$ cat src/rtl/mem_port_arbiter.sv
// Single-port memory arbiter between instruction fetch and the MW load/store unit.
// Only one memory transaction is outstanding at a time; the stall outputs feed pipeline control.
module mem_port_arbiter #(
    parameter int XLEN         = 32,
    parameter int MAX_D_STREAK = 4
) (
    input  logic            clk,
    input  logic            rst,
    input  logic            if_req,
    input  logic [XLEN-1:0] if_addr,
    input  logic            if_kill,
    output logic            if_ack,
    output logic [XLEN-1:0] if_rdata,
    input  logic            d_req,
    input  logic            d_we,
    input  logic [XLEN-1:0] d_addr,
    input  logic [XLEN-1:0] d_wdata,
    input  logic [3:0]      d_mask,
    output logic            d_ack,
    output logic [XLEN-1:0] d_rdata,
    output logic            mem_req,
    output logic            mem_we,
    output logic [XLEN-1:0] mem_addr,
    output logic [XLEN-1:0] mem_wdata,
    output logic [3:0]      mem_mask,
    input  logic            mem_ack,
    input  logic [XLEN-1:0] mem_rdata,
    output logic            stall_f,
    output logic            stall_mw
);

    typedef enum logic [1:0] {
        ST_IDLE   = 2'd0,
        ST_I_BUSY = 2'd1,
        ST_D_BUSY = 2'd2
    } state_t;

    localparam logic [3:0] STREAK_MAX = 4'(MAX_D_STREAK);

    state_t     r_state;
    logic [3:0] r_d_streak;
    logic       r_kill_pend;

    logic w_if_pend;
    logic w_if_cand;
    logic w_d_cand;
    logic w_grant_i;
    logic w_grant_d;

    // A requester still holding its request during its own ack cycle is not a new request.
    assign w_if_pend = if_req & ~if_ack;
    assign w_if_cand = w_if_pend & ~if_kill & ~r_kill_pend;
    assign w_d_cand  = d_req & ~d_ack;
    assign w_grant_i = w_if_cand & (~w_d_cand | (r_d_streak == STREAK_MAX));
    assign w_grant_d = w_d_cand & ~w_grant_i;

    assign stall_mw = d_req & ~d_ack;
    assign stall_f  = (if_req & ~if_ack) | stall_mw;

    always_ff @(posedge clk or posedge rst) begin
        if (rst) begin
            r_state     <= ST_IDLE;
            r_d_streak  <= 4'd0;
            r_kill_pend <= 1'b0;
            if_ack      <= 1'b0;
            if_rdata    <= '0;
            d_ack       <= 1'b0;
            d_rdata     <= '0;
            mem_req     <= 1'b0;
            mem_we      <= 1'b0;
            mem_addr    <= '0;
            mem_wdata   <= '0;
            mem_mask    <= 4'd0;
        end else begin
            if_ack <= 1'b0;
            d_ack  <= 1'b0;
            case (r_state)
                ST_IDLE: begin
                    if (w_grant_d) begin
                        r_state   <= ST_D_BUSY;
                        mem_req   <= 1'b1;
                        mem_we    <= d_we;
                        mem_addr  <= d_addr;
                        mem_wdata <= d_wdata;
                        mem_mask  <= d_mask;
                        // Saturate at the limit so the forced-fetch compare keeps holding.
                        if (!w_if_pend)
                            r_d_streak <= 4'd0;
                        else if (r_d_streak != STREAK_MAX)
                            r_d_streak <= r_d_streak + 4'd1;
                    end else if (w_grant_i) begin
                        r_state    <= ST_I_BUSY;
                        mem_req    <= 1'b1;
                        mem_we     <= 1'b0;
                        mem_addr   <= if_addr;
                        mem_wdata  <= '0;
                        mem_mask   <= 4'hF;
                        r_d_streak <= 4'd0;
                    end
                end
                ST_I_BUSY: begin
                    if (if_kill)
                        r_kill_pend <= 1'b1;
                    if (mem_ack) begin
                        r_state     <= ST_IDLE;
                        mem_req     <= 1'b0;
                        r_kill_pend <= 1'b0;
                        if (!r_kill_pend && !if_kill) begin
                            if_ack   <= 1'b1;
                            if_rdata <= mem_rdata;
                        end
                    end
                end
                ST_D_BUSY: begin
                    if (mem_ack) begin
                        r_state <= ST_IDLE;
                        mem_req <= 1'b0;
                        d_ack   <= 1'b1;
                        d_rdata <= mem_we ? '0 : mem_rdata;
                    end
                end
                default: begin
                    r_state <= ST_IDLE;
                    mem_req <= 1'b0;
                end
            endcase
        end
    end

endmodule

$ cat config.mk
export PLATFORM = sky130hd
export DESIGN_NAME = mem_port_arbiter
export DESIGN_NICKNAME = d
export VERILOG_FILES = /design/src/rtl/mem_port_arbiter.sv
export SDC_FILE = /design/constraint.sdc
export NUM_CORES = 1
export LEC_CHECK = 0
export BUFFER_PORTS_ARGS = -buffer_cell sky130_fd_sc_hd__buf_2
export CAP_MARGIN = 30
export CORE_MARGIN = 2
export CORE_UTILIZATION = 40
export CTS_BUF_LIST = sky130_fd_sc_hd__clkbuf_4 sky130_fd_sc_hd__clkbuf_8
export CTS_CLUSTER_SIZE = 24
export DETAILED_ROUTE_END_ITERATION = 10
export PLACE_DENSITY = 0.7
export SETUP_SLACK_MARGIN = 0.4
export SLEW_MARGIN = 10
export SYNTH_ARGS = -nofsm -noshare
export SYNTH_HDL_FRONTEND = slang
export SYNTH_SLANG_ARGS = --single-unit
$ cat constraint.sdc
create_clock -name clk -period 5.55 [get_ports clk]
set_input_delay 1.11 -clock clk [delete_from_list [all_inputs] [get_ports clk]]
set_output_delay 1.11 -clock clk [all_outputs]
set_load 0.02 [all_outputs]
==> flow_summary.yaml <==
run_status:
  status: "finished clean"
yosys:
  synth_common_cells: "dfrtp_1, a21oi_1, nand2_1"
  synthesis.area_um2: 5880
  synth_edf_count: 0
  yosys.area.top_type_share_pct: 60.8
  ys_ff_latch: 143
  ys_warn_count: 0
  syn_area_per_cell_um2: 11.2
  async_flop_share_pct: 100
  synth.most_common_cell: "dfrtp_1"
  synth_area_leaders: "dfrtp_1, mux2_2, a21oi_1"
  synth_fp_nets: 669
  synthCells: 525
  synth_area_leader_cell: "dfrtp_1"
  synth_flop_cell: "dfrtp_1"
  synth_cell_types: 34
  synth_seq_area_share_pct: 60.8
layout:
  drive_above_1_share_pct: 44.8
  syn_to_final_growth_pct: 32.9
  layout.cells.non_filler: 990
  nFillCells: 1310
  antenna_cells: 0
  nets: 937
route:
  final_antenna_net_count: 0
  wirelength_um: 15700
  drt_first_iter_violations: 169
  wire_per_inst_um: 15.8
  first_pass_iters: 7
  vias: 4873
  drc: 0
  via_per_inst: 4.92
worst_setup_path:
  cp_data_arrival_time_ps: 1870
  required_ps: 4440
  worst-setup-path-type: "in2out"
  cpPeakStageDelay_ps: 350
  path_max_fanout: 6
  cpMaxStageDelayCell: "nor2b_1"
  critPathLaunchType: "primary input"
  cp_common_cell: "buf_2"
  path_cells: "buf_2 -> nor2b_1 -> nand2b_1 -> buf_2"
  worst_setup_path_end_kind: "primary output"
floorplan:
  start_util_pct: 40.6
  core_area_um2: 14500
  design.die.area_um2: 15700
  num_rows: 44
  ios: 277
  die_w_um: 125
  dieHeight_um: 125
sta:
  finalSetupTns_ps: 0
  fin_crit_ps: 2980
  timing.fmax_ghz: 0.336
  maxSlewViolCount: 0
  tightest_slew_ps: 833
  slew_headroom_pct: 44.3
  hold_viol: 0
  setup_viol: 0
  post-route-period-util_pct: 53.7
  skew_ps: 9.78
  grt_setup_unrepaired: "false"
clock_network:
  postCtsHoldBufs: 0
  cts-root-buf: "clkbuf_8"
  cts_buffers: 17
  postCtsSetupBuffers: 0
  clk_latency_ps: 460
  cts_tree: "yes"
  cts_buffer_depth: 2
  h-tree-depth: 4
  clkTransAtPathRegs_ps: 80
  cts_sinks: 143
  ctsResizeCount: 0
pwr:
  clock_power_share_pct: 19.1
  power.internal_mw: 2.75
  power_switching_mw: 1.99
  pwr_density_cell_nw_per_um2: 605
  pwr-share-seq_pct: 37.3
  switching_share_pct: 42.0
  p_comb_share_pct: 43.7
  p_leak_nw: 4.01
  power.ir.vdd_worst_uv: 329
  total_power_mw: 4.74
global_route:
  grt_pass1_wl_um: 25000
  antenna_found_initial: 1
  grt.overflow.total: 0
  grt_pass1_vias: 4769
  grt_util_all_layers_pct: 20.2
  grt_max_degree: 57
placed_design:
  placed_cells: 958
  dp_hpwl_um: 11000
  placement.io_buffers: 276
  gp_congestion: 0.800
job:
  cap_violations: 0
worst_hold_path:
  min_path_type: "reg2reg"
==> stage by stage <==
stage / worst slack [ps] / hold slack (ps) / utilization [%] / area, µm²
after global routing: 2490 / 518 / 54.0 / 7820
after CTS: 2580 / 484 / 54.0 / 7820
after global placement: 2520 / 457 / 50.9 / 7370
after floorplan: 602 / 491 / - / 5880
after detailed placement: 2520 / 465 / 51.0 / 7390
final: 2570 / 478 / 54.0 / 7820
==> cell usage in the layout, fill, tap and decap left out, drive strengths merged, types with 2 or more instances in the layout <==
| cell type | instances |
|---|---|
| a32o | 2 |
| dfrtp | 143 |
| inv | 16 |
| o21ai | 34 |
| a31oi | 2 |
| nand2 | 68 |
| nand3 | 3 |
| o22a | 5 |
| nor2 | 36 |
| nor2b | 2 |
| nand2b | 36 |
| bufinv | 3 |
| ha | 5 |
| clkbuf | 17 |
| clkinvlp | 4 |
| mux2 | 33 |
| a22o | 34 |
| a21oi | 69 |
| a21o | 2 |
| buf | 284 |
==> cell type report <==
cell class,instances,area [µm²],share of cell area (%)
clock buffer,17,234,2.99
clock inverter,15,198,2.53
inverter,8,35.0,0.448
multi-input combinational,339,2090,26.8
sequential,143,3580,45.7
tap,184,230,2.94
timing repair buffer,284,1450,18.6
==> critical path: cells and delay by family <==
family	cells	cell delay, ps
and+or+nand+nor	2	500
buffers and inverters	2	260
==> registers in the layout, indices dropped and copies added, names as in the netlist <==
name / cells
d_rdata: 32
if_rdata: 32
mem_addr: 32
mem_wdata: 32
mem_mask: 4
r_d_streak: 4
r_state: 2
d_ack: 1
if_ack: 1
mem_req: 1
mem_we: 1
r_kill_pend: 1
==> final timing paths <==
kind | startpoint | end | slack [ps] | depth (start not counted)
min in group asynchronous | rst | mem_wdata[22] | 710 | 2
hold / removal | d_rdata[1] | d_rdata[1] | 480 | 2
max in group asynchronous | rst | mem_addr[5] | 3790 | 3
setup / recovery | if_req | stall_f | 2570 | 4
hold reg to reg | d_rdata[1] | d_rdata[1] | 480 | 2
setup reg to reg | d_ack | mem_addr[22] | 3340 | 6
==> power groups by stage <==
stage	combinational (mW)	clock (mW)	sequential, mW
after detailed placement	2.10	0	1.77
after global routing	2.25	0.979	1.83
after global placement	2.06	0	1.76
after floorplan	0.825	0	2.33
final	2.07	0.903	1.76
after CTS	2.10	0.934	1.76
==> logic make-up (layout without fill, tap and decap cells) <==
logic type	after synthesis	in the layout	synth area share (%)
flops	143	143	60.8
fa+ha+maj	5	5	1.06
compound gates	150	150	15.8
buf+inv	43	324	3.89
simple gates	151	151	12.1
mux	33	33	6.32
==> layer usage <==
| layer | vias up | GRT usage, % | share of wire [%] |
|---|---|---|---|
| li1 | 2348 | - | - |
| met1 | 2289 | 24.4 | 41 |
| met2 | 208 | 32.9 | 48 |
| met3 | 26 | 7.87 | 9.0 |
| met4 | 2 | 7.12 | 2.1 |
| met5 | - | 0 | 0.083 |
Power figures use the tool's default switching activity.
